--- src/rtl/tile_loader_if.sv ---
// Bundle of the tile loader's control, memory-request/response and tile
// buffer read signals. The slave view belongs to the loader itself; the
// master view is the side that starts loads, models the memory responder
// and reads the tile back.
interface tile_loader_if #(
    parameter int N              = 4,
    parameter int DATA_WIDTH     = 16,
    parameter int BANKING_FACTOR = 1,
    parameter int ADDRESS_WIDTH  = 13
);
    localparam int IDX_W  = $clog2(N * N);
    localparam int BEAT_W = DATA_WIDTH * BANKING_FACTOR;

    logic                     start;
    logic                     sel_x;
    logic                     busy;
    logic                     done;
    logic                     mem_read_en;
    logic [ADDRESS_WIDTH-1:0] mem_req_addr;
    logic                     mem_write_en;
    logic [BEAT_W-1:0]        mem_req_data;
    logic [BEAT_W-1:0]        mem_resp_data;
    logic                     buf_rd_en;
    logic [IDX_W-1:0]         buf_rd_idx;
    logic [DATA_WIDTH-1:0]    buf_rd_data;

    modport master (
        output start, sel_x, mem_resp_data, buf_rd_en, buf_rd_idx,
        input  busy, done, mem_read_en, mem_req_addr, mem_write_en,
               mem_req_data, buf_rd_data
    );

    modport slave (
        input  start, sel_x, mem_resp_data, buf_rd_en, buf_rd_idx,
        output busy, done, mem_read_en, mem_req_addr, mem_write_en,
               mem_req_data, buf_rd_data
    );
endinterface

--- src/rtl/tile_loader.sv ---
// Tile loader: fetches an N x N operand tile (W or X) from a fixed-latency
// memory port one beat at a time, stores it in a local buffer and pulses
// done when the last beat has been captured. The buffer is exposed through
// a registered read port for the array feed logic.
module tile_loader #(
    parameter int          N              = 4,
    parameter int          DATA_WIDTH     = 16,
    parameter int          BANKING_FACTOR = 1,
    parameter int          ADDRESS_WIDTH  = 13,
    parameter int unsigned BASE_ADDR_W    = 32'h0000_0000,
    parameter int unsigned BASE_ADDR_X    = 32'h0000_1000,
    parameter int          MEM_LATENCY    = 2
) (
    input  logic          clk,
    input  logic          rst,
    tile_loader_if.slave  bus
);
    localparam int ELEMS  = N * N;
    localparam int IDX_W  = $clog2(ELEMS);
    localparam int BEATS  = ELEMS / BANKING_FACTOR;
    localparam int BEAT_W = (BEATS > 1) ? $clog2(BEATS) : 1;
    localparam int STRIDE = BANKING_FACTOR * DATA_WIDTH / 8;
    localparam int WAIT_W = (MEM_LATENCY > 1) ? $clog2(MEM_LATENCY) : 1;

    localparam logic [BEAT_W-1:0]        BEAT_LAST = BEAT_W'(BEATS - 1);
    localparam logic [WAIT_W-1:0]        WAIT_LAST = WAIT_W'(MEM_LATENCY - 1);
    localparam logic [ADDRESS_WIDTH-1:0] BASE_W_C  = ADDRESS_WIDTH'(BASE_ADDR_W);
    localparam logic [ADDRESS_WIDTH-1:0] BASE_X_C  = ADDRESS_WIDTH'(BASE_ADDR_X);
    localparam logic [ADDRESS_WIDTH-1:0] STRIDE_C  = ADDRESS_WIDTH'(STRIDE);

    localparam logic [2:0] ST_IDLE = 3'd0;
    localparam logic [2:0] ST_REQ  = 3'd1;
    localparam logic [2:0] ST_WAIT = 3'd2;
    localparam logic [2:0] ST_CAP  = 3'd3;
    localparam logic [2:0] ST_DONE = 3'd4;

    logic [2:0]               state_r;
    logic [2:0]               state_s;
    logic [BEAT_W-1:0]        beat_r;
    logic [BEAT_W-1:0]        beat_s;
    logic [WAIT_W-1:0]        wait_r;
    logic [WAIT_W-1:0]        wait_s;
    logic [ADDRESS_WIDTH-1:0] base_r;
    logic [ADDRESS_WIDTH-1:0] base_s;
    logic [ADDRESS_WIDTH-1:0] req_addr_s;

    logic                     busy_r;
    logic                     done_r;
    logic                     read_en_r;
    logic [ADDRESS_WIDTH-1:0] req_addr_r;
    logic [DATA_WIDTH-1:0]    rd_data_r;

    // Tile storage; deliberately not reset so a tile survives between loads.
    logic [DATA_WIDTH-1:0]    tile_mem_r [ELEMS];

    // Next-state, beat/wait counter and base address decode.
    always_comb begin
        state_s = state_r;
        beat_s  = beat_r;
        wait_s  = wait_r;
        base_s  = base_r;
        case (state_r)
            ST_IDLE: begin
                if (bus.start) begin
                    state_s = ST_REQ;
                    beat_s  = '0;
                    base_s  = bus.sel_x ? BASE_X_C : BASE_W_C;
                end else begin
                    state_s = ST_IDLE;
                end
            end
            ST_REQ: begin
                state_s = ST_WAIT;
                wait_s  = '0;
            end
            ST_WAIT: begin
                if (wait_r == WAIT_LAST) begin
                    state_s = ST_CAP;
                end else begin
                    wait_s  = wait_r + WAIT_W'(1);
                end
            end
            ST_CAP: begin
                if (beat_r == BEAT_LAST) begin
                    state_s = ST_DONE;
                end else begin
                    state_s = ST_REQ;
                    beat_s  = beat_r + BEAT_W'(1);
                end
            end
            ST_DONE: begin
                state_s = ST_IDLE;
            end
            default: begin
                state_s = ST_IDLE;
            end
        endcase
        req_addr_s = base_s + ADDRESS_WIDTH'(beat_s) * STRIDE_C;
    end

    // FSM and counter state.
    always_ff @(posedge clk or posedge rst) begin
        if (rst) begin
            state_r <= ST_IDLE;
            beat_r  <= '0;
            wait_r  <= '0;
            base_r  <= '0;
        end else begin
            state_r <= state_s;
            beat_r  <= beat_s;
            wait_r  <= wait_s;
            base_r  <= base_s;
        end
    end

    // Outputs are registered from the next state so they line up with it.
    always_ff @(posedge clk or posedge rst) begin
        if (rst) begin
            busy_r     <= 1'b0;
            done_r     <= 1'b0;
            read_en_r  <= 1'b0;
            req_addr_r <= '0;
        end else begin
            busy_r    <= (state_s == ST_REQ) || (state_s == ST_WAIT) ||
                         (state_s == ST_CAP);
            done_r    <= (state_s == ST_DONE);
            read_en_r <= (state_s == ST_REQ);
            if (state_s == ST_REQ) begin
                req_addr_r <= req_addr_s;
            end else begin
                req_addr_r <= req_addr_r;
            end
        end
    end

    // Capture every element of the response beat into the tile buffer.
    always_ff @(posedge clk) begin
        if (state_r == ST_CAP) begin
            for (int b = 0; b < BANKING_FACTOR; b++) begin
                tile_mem_r[IDX_W'(int'(beat_r) * BANKING_FACTOR + b)] <=
                    bus.mem_resp_data[b*DATA_WIDTH +: DATA_WIDTH];
            end
        end
    end

    // Registered buffer read port; a same-edge write is not forwarded.
    always_ff @(posedge clk or posedge rst) begin
        if (rst) begin
            rd_data_r <= '0;
        end else if (bus.buf_rd_en) begin
            rd_data_r <= tile_mem_r[bus.buf_rd_idx];
        end else begin
            rd_data_r <= rd_data_r;
        end
    end

    assign bus.busy         = busy_r;
    assign bus.done         = done_r;
    assign bus.mem_read_en  = read_en_r;
    assign bus.mem_req_addr = req_addr_r;
    assign bus.mem_write_en = 1'b0;
    assign bus.mem_req_data = '0;
    assign bus.buf_rd_data  = rd_data_r;
endmodule

--- src/flat_wrapper.sv ---
// flat-port wrapper written by rule: the top's interface ports become plain ports
module tile_loader_flat 
#(
    parameter int          N              = 4,
    parameter int          DATA_WIDTH     = 16,
    parameter int          BANKING_FACTOR = 1,
    parameter int          ADDRESS_WIDTH  = 13,
    parameter int unsigned BASE_ADDR_W    = 32'h0000_0000,
    parameter int unsigned BASE_ADDR_X    = 32'h0000_1000,
    parameter int          MEM_LATENCY    = 2
)
  (clk, rst, bus_start, bus_sel_x, bus_mem_resp_data, bus_buf_rd_en, bus_buf_rd_idx, bus_busy, bus_done, bus_mem_read_en, bus_mem_req_addr, bus_mem_write_en, bus_mem_req_data, bus_buf_rd_data);
  tile_loader_if #(.N(N), .DATA_WIDTH(DATA_WIDTH), .BANKING_FACTOR(BANKING_FACTOR), .ADDRESS_WIDTH(ADDRESS_WIDTH)) bus_i ();
  input  logic clk;
  input  logic rst;
  input wire logic [$bits(bus_i.start)-1:0] bus_start;
  input wire logic [$bits(bus_i.sel_x)-1:0] bus_sel_x;
  input wire logic [$bits(bus_i.mem_resp_data)-1:0] bus_mem_resp_data;
  input wire logic [$bits(bus_i.buf_rd_en)-1:0] bus_buf_rd_en;
  input wire logic [$bits(bus_i.buf_rd_idx)-1:0] bus_buf_rd_idx;
  output wire logic [$bits(bus_i.busy)-1:0] bus_busy;
  output wire logic [$bits(bus_i.done)-1:0] bus_done;
  output wire logic [$bits(bus_i.mem_read_en)-1:0] bus_mem_read_en;
  output wire logic [$bits(bus_i.mem_req_addr)-1:0] bus_mem_req_addr;
  output wire logic [$bits(bus_i.mem_write_en)-1:0] bus_mem_write_en;
  output wire logic [$bits(bus_i.mem_req_data)-1:0] bus_mem_req_data;
  output wire logic [$bits(bus_i.buf_rd_data)-1:0] bus_buf_rd_data;
  assign bus_i.start = bus_start;
  assign bus_i.sel_x = bus_sel_x;
  assign bus_i.mem_resp_data = bus_mem_resp_data;
  assign bus_i.buf_rd_en = bus_buf_rd_en;
  assign bus_i.buf_rd_idx = bus_buf_rd_idx;
  assign bus_busy = bus_i.busy;
  assign bus_done = bus_i.done;
  assign bus_mem_read_en = bus_i.mem_read_en;
  assign bus_mem_req_addr = bus_i.mem_req_addr;
  assign bus_mem_write_en = bus_i.mem_write_en;
  assign bus_mem_req_data = bus_i.mem_req_data;
  assign bus_buf_rd_data = bus_i.buf_rd_data;
  tile_loader #(.N(N), .DATA_WIDTH(DATA_WIDTH), .BANKING_FACTOR(BANKING_FACTOR), .ADDRESS_WIDTH(ADDRESS_WIDTH), .BASE_ADDR_W(BASE_ADDR_W), .BASE_ADDR_X(BASE_ADDR_X), .MEM_LATENCY(MEM_LATENCY)) u_core (.clk(clk), .rst(rst), .bus(bus_i));
endmodule
--- config.mk ---
export PLATFORM = sky130hd
export DESIGN_NAME = tile_loader_flat
export DESIGN_NICKNAME = d
export VERILOG_FILES = /design/src/rtl/tile_loader_if.sv /design/src/rtl/tile_loader.sv /design/src/flat_wrapper.sv
export SDC_FILE = /design/constraint.sdc
export NUM_CORES = 1
export LEC_CHECK = 0
export ABC_AREA = 1
export CORE_UTILIZATION = 40
export DETAILED_ROUTE_END_ITERATION = 7
export PLACE_DENSITY = 0.61
export SYNTH_ARGS = -nofsm -noshare
export SYNTH_HDL_FRONTEND = slang
export SYNTH_SLANG_ARGS = --single-unit
--- constraint.sdc ---
create_clock -name clk -period 7.3 [get_ports clk]
set_input_delay 2.19 -clock clk [delete_from_list [all_inputs] [get_ports clk]]
set_output_delay 2.19 -clock clk [all_outputs]
set_load 0.02 [all_outputs]
# == Word-level counts from Yosys, hierarchy flattened ==
# Memory sizes are Yosys's and may differ from the RTL's. A register that Yosys moved wholly into a read port is not among the register bits.
# Index checks and enable logic that the tools add are counted.
# totals
out_inout_bits,49
n_memories,1
ram_bits,256
wordCells,38
reg_bits,37
inputBits,25
# classes
n_addsub,3
n_reduce_logical,4
muxes,14
eq_ne,8
# memory_table
memory,depth,width,read_ports,rd_clocked_by_memory_dff,wr,line_no,rtl
u_core.tile_mem_r,16,16,1,1,1,tile_loader.sv:54,logic [DATA_WIDTH-1:0] tile_mem_r [ELEMS];
# ops
operator,count
two-way mux 13 bit,3
adder 13 x 5 -> 13 bit,1
"equality test 3 x 2 -> 1 bit, second input constant",4
case mux 3 bit (4 select lines),1
two-way mux 4 bit,2
case mux 4 bit (2 select lines),1
"equality test 3 x 1 -> 1 bit, second input constant",2
two-way mux 3 bit,2
"adder 4 x 1 -> 4 bit, second input constant",1
"equality test 4 bit, second input constant",1
two-way mux 1 bit,4
"equality test 3 bit, second input constant",1
zero test 3 bit,1
logical OR 1 bit,2
case mux 1 bit (2 select lines),1
nonzero test 2 bit,1
"adder 1 bit, second input constant",1

# == Longest topological paths before layout ==
# Gate-level depths: netlist (run 1).
# depth
depth_word,6
ltp_mapped,17
depth_no_buf,17

# == Least setup slack after synthesis (run 1) ==
# OpenSTA, ideal clock, no wires.
# synth_timing
path_kind,input-to-reg
startpoint,input bus_start
endpoint,register u_core.req_addr_r[11] (netlist: u_core.bus.mem_req_addr[11])
setup_time_ps,117
slack_ps,3281
arrival_time_ps,3902
stages,15
path_buffers,0
path_cell_list,inv_1 nor2_1 nand2_2 nand2_1 nand2_2 inv_4 o21ai_0 ha_1 fa_1 nand3_1 nand3_1 nand3_1 o21ai_0 nand3_1 nand2_1
# synth_via
elab_chain_len,3
word_cells_on_any_way,8
cone_classes,add/sub (1); eq/ne (1); mux (6)
# synth_lines
item,line_no,rtl
"start, declared",flat_wrapper.sv:16,input wire logic [$bits(bus_i.start)-1:0] bus_start;
two-way mux 4 bit,tile_loader.sv:64,if (bus.start) begin
case mux 4 bit (2 select lines),tile_loader.sv:62,case (state_r)
named net u_core.beat_s[0],tile_loader.sv:40,logic [BEAT_W-1:0] beat_s;
adder 13 x 5 -> 13 bit,tile_loader.sv:98,req_addr_s = base_s + ADDRESS_WIDTH'(beat_s) * STRIDE_C;
"end signal, assigned",tile_loader.sv:129,req_addr_r <= req_addr_s;
"end signal, assigned",tile_loader.sv:131,req_addr_r <= req_addr_r;
"end, declared",tile_loader.sv:50,logic [ADDRESS_WIDTH-1:0] req_addr_r;
# The timed path passes the listed nets, and every way through them passes these cells.
# A chain may end at the register's enable or synchronous reset.

# == Worst setup path after layout (run 1) ==
# Same ends and word-level chain as after synthesis.

==> flow_results.org, run 1 <==
** Route
- Total via count in the routed design :: 8331
- For this run, the detailed router's first-pass iteration total came to 5.
- In the routed layout, each cell is associated on average with a via count of 5.20.
- Count of antenna-violating nets left after detailed routing :: 0
- Wires add up to 31800 um.
- Detail-routed net length per standard cell :: 19.9 um
- The first routing iteration left 921 violations.
- Post-route DRC :: 0

** Synth
- The average instance in the mapped netlist occupies 11.3 um2.
- By area, the combinational part of the netlist is dominated by simple AND/OR/NAND/NOR gates.
- In this run the cell area of the synthesized design comes to 12700 um2.
- Summing the areas of all compound-gate instances in the mapped netlist gives 1.47% of the synthesized area.
- Of the total synthesized cell area, the portion taken by full adders, half adders and majority gates is 0.947%.
- Number of standard cells after synthesis :: 1120
- Counting flops and latches in the post-synthesis netlist gives 309.
- Area share of xor/xnor cells in the synthesized design :: 0.207%
- After Yosys synthesis, and, or, nand and nor cells account for 21.8% of the synthesized area.
- Seq/Total Area, Yosys :: 71.0%
- Yosys printed 0 warnings.
- Multiplexer cells account for 0% of the synthesized area.
- Number of different library cells in the post-synthesis netlist :: 30

** Job
- Max-cap violations in this run came to 0.

** Placed design
- Port buffer count :: 56
- Routability congestion estimate from global placement :: 0.814
- Half-perimeter wire length after detailed placement :: 16700 um
- After detailed placement, the total cell area comes to 13600 um2.

** Finish
- Non-Filler Cell Area, Final :: 14700 um2
- Area growth from synthesis to final layout :: 15.7%
- Share of final-layout standard cells stronger than drive strength 1 :: 8.74%
- # fillers :: 2766
- For this run, the post-layout net count is 1211.

** Worst setup path
- Endpoint type of the worst setup path :: flip-flop
- Worst Setup SP :: bus_start
- Of all nets on the critical path, the largest fanout is 17.
- The worst setup path is launched from an input port.
- Reg-to-reg critical path startpoint :: u_core.beat_r[0]$_DFF_PP0_
- Data on the critical path arrives at its endpoint at 5.16 ns.
- End of the worst register-to-register path :: u_core.bus.mem_req_addr[11]$_DFFE_PP0P_
- R2r worst-path depth :: 15
- Critical Path RT :: 7.70 ns
- Following the worst setup path forward leads to its endpoint at u_core.bus.mem_req_addr[11]$_DFFE_PP0P_.
- Critical setup path kind :: input port to flip-flop
- The setup check on the worst reg-to-reg path leaves a slack of 4.15 ns.

** STA
- After routing, the total negative slack on setup checks comes to 0 ns.
- The total count of max-transition violations in the final report is 0.
- Timing would allow up to 210 MHz.
- Period minus WS final :: 4.76 ns
- Setup repair after global routing missed its margin :: no
- Worst slew margin relative to its limit :: 23.0%
- Setup violation total in the final timing report :: 0
- Total count of hold-check failures in the final report :: 0
- Worst Tran Pin Value :: 1.16 ns
- Fin crit share :: 65.2%
- Worst-case clock skew :: 0.0158 ns

** Power
- LEAKAGE :: 5.62 nW
- Power density cells :: 299 nW/um2
- IR analysis of the VDD net gives a maximum drop of 156 uV.
- Total power consumption of the routed design :: 0.00440 W

** Clock tree
- Clock tree synthesis selected as its root buffer the cell clkbuf_16.
- The number of setup buffers added after CTS is 0.
- For this design, the sink count on the clock tree is 309.
- The clock reaches the later pin of the worst-skew pair after 0.52 ns.
- After clock tree synthesis, the clock-pin slew on the worst setup and hold paths is 0.06 ns.
- CTS tree :: done
- The H-tree was split into 2 levels.
- The number of hold buffers added after CTS was 0.
- The number of gates resized after CTS was 0.
- In this run the deepest clock path goes through 3 buffers.
- Clock buffers created by TritonCTS :: 34

** Floorplanning
- The initial utilization of the core area, before any placement, comes to 41.0%.
- Floorplan die area :: 32400 um2
- In this run the standard cell core region covers 30900 um2.
- 74 I/O pins were placed.
- From left edge to right edge, the die measures 180 um.
- Site Rows :: 64
- The die is 180 um tall.

** Global route
- Antenna violations before repair :: 3
- Number of global-route vias before repair :: 7874
- Global routing finished with a remaining overflow of 0.
- Pin count of the biggest net entering global routing :: 101
- The first global-routing pass estimated 47800 um of wire.
- Gr usage total :: 19.8%

** Hold path
- The worst hold path belongs to the class flip-flop to flip-flop.

** Status
- Result of the run :: finished clean
[metal layers]
metal  routed length, um  up-vias  track usage [%]  share of wire [%]
li1                    -     3936                -                  -
met1               13500     4080             26.1                 43
met2               15400      256             33.2                 48
met3                2100       59             3.78                6.6
met4                 819        0             6.46                2.6
met5                   0        -                0                  0
[cells by family after synthesis]
kind of cell	count (synthesis)
other	1
adder cells (fa/ha/maj)	9
AO/OA/AOI/OAI	32
buffers and inverters	116
AND/OR/NAND/NOR	650
XOR/XNOR	3
flip-flops	309
[worst max-delay path, stage by stage]
cell	delay (ns)
clkdlybuf4s50_1	0.50
inv_1	0.06
nor2_1	0.10
nand2_2	0.18
nand2_1	0.16
nand2_2	0.19
inv_4	0.22
o21ai_0	0.14
ha_1	0.26
fa_1	0.44
nand3_1	0.09
nand3_1	0.21
nand3_1	0.16
o21ai_0	0.11
nand3_1	0.11
nand2_1	0.05
[power breakdown]
| part | total [W] | switching, W | leakage (nW) | internal [W] |
|---|---|---|---|---|
| clock | 0.00166 | 0.000676 | 0.527 | 0.000987 |
| sequential | 0.00211 | 0.0000555 | 2.98 | 0.00206 |
| combinational | 0.000618 | 0.000428 | 2.11 | 0.000191 |
[how the worst min path moves through the flow]
| stage | from | to | slack [ns] | cells after the start |
|---|---|---|---|---|
| floorplan | u_core.base_r[12]$_DFF_PP0_ | u_core.base_r[12]$_DFF_PP0_ | 0.46 | 2 |
| global placement | u_core.bus.mem_req_addr[10]$_DFFE_PP0P_ | u_core.bus.mem_req_addr[10]$_DFFE_PP0P_ | 0.47 | 2 |
| detailed placement | u_core.bus.mem_req_addr[12]$_DFFE_PP0P_ | u_core.bus.mem_req_addr[12]$_DFFE_PP0P_ | 0.47 | 2 |
| CTS | u_core.bus.mem_req_addr[1]$_DFFE_PP0P_ | u_core.bus.mem_req_addr[1]$_DFFE_PP0P_ | 0.49 | 2 |
| global route | u_core.base_r[3]$_DFF_PP0_ | u_core.base_r[3]$_DFF_PP0_ | 0.50 | 2 |
| finish | u_core.bus.mem_req_addr[4]$_DFFE_PP0P_ | u_core.bus.mem_req_addr[4]$_DFFE_PP0P_ | 0.48 | 2 |
[cells in the final DEF (no fill, tap or decap), types with 4 or more instances in the layout]
cell type        instances
inv_2                    6
clkbuf_1                12
ha_1                     8
nor2_2                  13
nand4_1                  4
edfxtp_1               256
buf_4                   25
nor2_1                  37
nand3_1                212
clkbuf_16               35
clkinv_2                 6
nand2_1                372
a31oi_1                 18
inv_1                   33
o21ai_0                  8
conb_1                  17
clkdlybuf4s50_1         54
dfrtp_1                 53
[layout make-up]
cell class | count | area, um2 | area share, %
antenna | 3 | 7.51 | 0.0511
clock buffer | 50 | 962 | 6.55
clock inverter | 11 | 110 | 0.750
inverter | 41 | 158 | 1.07
multi-input combinational | 711 | 3210 | 21.8
sequential | 309 | 9010 | 61.4
tap | 396 | 495 | 3.37
timing repair buffer | 80 | 733 | 4.99
[Yosys cell counts (all sizes together)]
cell type  number  area share (%)
o211ai          1           0.059
xnor2           1           0.069
o21ai           9            0.36
a21oi           3            0.12
or2             1           0.049
clkbuf         15            0.44
ha              8            0.79
edfxtp        256              61
o22ai           1           0.049
conb            1           0.030
inv            41             1.2
dfrtp          53              10
xor2            2            0.14
buf            60             2.8
nor3            3            0.12
nor2           53             1.7
fa              1            0.16
nand2         377              11
nand4           4            0.20
nand3         212             8.4
a31oi          18            0.89
[per-stage QoR]
step | instances | hold slack (ns) | setup slack [ns] | utilization [%]
5_1_grt | 1600 | 0.504 | 2.29 | 47.5
2_1_floorplan | 1136 | 0.464 | 3.28 | -
3_5_place_dp | 1537 | 0.469 | 2.01 | 44.0
4_1_cts | 1598 | 0.487 | 2.53 | 47.5
6_report | 1601 | 0.482 | 2.54 | 47.5
3_3_place_gp | 1537 | 0.474 | 2.09 | 44.0
[state kept, by name, indices dropped and copies added (netlist names)]
name / cells
u_core.tile_mem_r: 256
u_core.bus.buf_rd_data: 16
u_core.state_r: 3
u_core.base_r: 13
u_core.bus.busy: 1
u_core.beat_r: 4
u_core.bus.mem_read_en: 1
u_core.wait_r: 1
u_core.bus.mem_req_addr: 13
u_core.bus.done: 1
Power figures use the tool's default switching activity.
==> inputs of run 2 (changes only) <==
Clock period 7.3 ns to 4.45 ns, I/O delays scaled along.
==> flow_results.org, run 2 (synthesized netlist as in run 1, its figures left out) <==
** Finish
- The register with the most flip-flops in the layout has 256 of them.
- Compared with the post-synthesis result, the final layout area differs by 15.7%.
- The layout has 2784 filler cells.
- After routing the design area is 14700 um2.
- Top reg by flops :: u_core.tile_mem_r
- The finished layout holds 1604 standard cells, fillers aside.
- Summing all multi-input logic gate instances after layout gives 3210 um2.
- Most frequent standard cell in the layout excluding fill and tap cells :: nand2_1
- The top cell types in the final layout, fill and taps aside, are 372 x nand2_1, 256 x edfxtp_1, 212 x nand3_1.
- Net count of the finished layout :: 1215
- Register Area :: 9010 um2
- In the final layout, the share of cells above drive strength 1 is 8.37%.

** Power
- In this run the power spent charging and discharging nets is 0.00191 W.
- Design internal power :: 0.00519 W
- Power density cells :: 483 nW/um2
- Maximum VDD drop :: 259 uV
- LEAKAGE :: 5.61 nW
- Power share of the sequential group :: 48.9%
- Total power consumption of the routed design :: 0.00709 W
- Combinational power share :: 14.8%
- Power share of the clock group :: 36.4%
- Switching share of total power :: 26.9%

** Placed design
- Half-perimeter wire length after detailed placement :: 17200 um
- Routability congestion estimate from global placement :: 0.832
- Port buffer count :: 56
- The placed instances occupy a cell area of 13700 um2.
- Cell count after placement :: 1541

** STA
- Worst-case clock skew :: 0.0242 ns
- Total Neg Setup Slack :: 0 ns
- The total count of max-transition violations in the final report came to 0.
- Based on the critical path, the design can be clocked at up to 268 MHz.
- Fin crit share :: 83.7%
- At the pin with the least slew margin, the transition time is 1.21 ns.
- Period minus WS final :: 3.73 ns
- Setup repair after global routing left no endpoint under its margin.
- Total count of hold-check failures in the final report :: 0
- Final hold analysis gives a worst-case slack of 0.481 ns.
- Setup violation total in the final timing report :: 0
- In this run the tightest slew margin relative to its limit is 19.4%.

** Floorplanning
- Measured along the y axis, the die boundary spans 180 um.
- In this run the core area contains 64 standard-cell rows.
- In this run the horizontal extent of the chip is 180 um.
- Pin placement for this block handled 74 I/O pins.
- Floorplan die area :: 32400 um2
- For this configuration, the core starts out at a cell density of 41.0%.
- Placeable core area :: 30900 um2

** Status
- Result of the run :: finished clean

** Route
- In the routed design, unresolved DRC markers number 0.
- After detailed routing, the number of vias per cell comes to 5.17.
- Routed Wire Length :: 31800 um
- The routed layout has 8291 vias.
- The first detailed-routing pass took 5 iterations.
- For this block, the initial DRC count from the detailed router was 731.
- Count of antenna-violating nets left after detailed routing :: 0
- Dividing the detail-routed wire length by the instance count gives 19.8 um.

** Clock tree
- TritonCTS built the clock tree.
- Clock Tree Buf Depth :: 3
- In this run the number of H-tree levels came out at 2.
- Post-CTS Hold Fix Bufs :: 0
- Buffers added to address setup during post-CTS repair amount to 0.
- Clk sinks :: 309
- The later pin in the worst-skew pair is clocked with a latency of 0.52 ns.
- CTS-repair resized insts :: 0
- Root Buffer :: clkbuf_16
- Clock tree synthesis inserted a total of 34 buffers.
- Register clock-pin slew on the reported worst setup and hold paths :: 0.06 ns

** Global route
- Gr usage total :: 19.9%
- Entering global routing, the biggest net connects 67 pins.
- Overflow left after global routing :: 0
- The initial antenna violation count came to 1.
- Number of global-route vias before repair :: 8127
- The first global-routing pass estimated 48700 um of wire.

** Hold path
- Path class of the lowest-slack min-delay path :: flip-flop to flip-flop

** Job
- Across the run, the number of max-cap violations was 0.

** Worst setup path
- STA classifies the critical path endpoint as a flip-flop.
- Arrival time at the worst endpoint :: 4.15 ns
- Critical Path RT :: 4.88 ns
- Critical setup path kind :: input port to flip-flop
- Worst Path Max Fanout :: 17
- Sort of element at the start of the critical path :: input port
run 2: cell types whose count changed in the layout (fill, tap and decap cells not counted):
| cell | before | now |
|---|---|---|
| clkinv_1 | 2 | 6 |
| inv_16 | 0 | 1 |
| inv_2 | 6 | 5 |
| clkinv_2 | 6 | 3 |
| clkbuf_1 | 12 | 16 |
| clkbuf_8 | 3 | 1 |
| buf_12 | 0 | 2 |
| buf_4 | 25 | 27 |
| inv_1 | 33 | 34 |
| diode_2 | 3 | 1 |
| bufinv_16 | 2 | 0 |
| inv_6 | 2 | 1 |
run 2: routing by layer:
| metal | GRT usage, % | part of all wire [%] | wire [um] | vias up |
|---|---|---|---|---|
| li1 | - | - | - | 3934 |
| met1 | 27.1 | 43 | 13700 | 4042 |
| met2 | 33.1 | 48 | 15400 | 269 |
| met3 | 3.31 | 6.4 | 2040 | 46 |
| met4 | 5.81 | 2.1 | 664 | 0 |
| met5 | 0 | 0 | 0 | - |
run 2: final cells by class:
type	count	share of cell area, %
clock inverters	10	0.418
diodes	1	0.0171
multi-input cells	711	21.8
clock buffers	52	6.47
inverters	41	1.07
flip-flops and latches	309	61.4
repair buffers	84	5.37
well taps	396	3.38
run 2: worst paths after layout:
check,startpoint,end,slack [ns],depth (start not counted)
worst max-delay path,bus_start,u_core.bus.mem_req_addr[9]$_DFFE_PP0P_,0.72,15
worst min-delay path,u_core.bus.mem_req_addr[8]$_DFFE_PP0P_,u_core.bus.mem_req_addr[8]$_DFFE_PP0P_,0.48,2
worst max register to register,u_core.beat_r[1]$_DFF_PP0_,u_core.bus.mem_req_addr[9]$_DFFE_PP0P_,1.55,14
worst min register to register,u_core.bus.mem_req_addr[8]$_DFFE_PP0P_,u_core.bus.mem_req_addr[8]$_DFFE_PP0P_,0.48,2
max in group asynchronous,rst,u_core.beat_r[0]$_DFF_PP0_,2.42,3
min in group asynchronous,rst,u_core.bus.buf_rd_data[14]$_DFFE_PP0P_,1.14,2
run 2: stage by stage:
step	utilization, %	worst slack, ns
final	47.5	0.723
after global routing	47.5	0.472
after CTS	47.5	0.741
after detailed placement	44.2	0.190
after global placement	44.2	0.288
after floorplan	-	1.29
run 2: critical path, stage by stage:
cell	delay, ns
clkdlybuf4s50_1	0.51
inv_1	0.05
nor2_1	0.11
nand2_2	0.19
nand2_1	0.16
nand2_2	0.08
inv_4	0.16
o21ai_0	0.14
ha_1	0.26
fa_1	0.43
nand3_1	0.08
nand3_1	0.21
nand3_1	0.19
o21ai_0	0.08
a31oi_1	0.16
run 2: power by group through the flow:
stage | Combinational, W | Clock [W] | Sequential, W
6_report | 0.00105 | 0.00258 | 0.00347
5_1_grt | 0.00116 | 0.00273 | 0.00349
4_1_cts | 0.00106 | 0.00263 | 0.00347
3_5_place_dp | 0.00106 | 0 | 0.00352
3_3_place_gp | 0.00103 | 0 | 0.00352
2_1_floorplan | 0.000575 | 0 | 0.00357
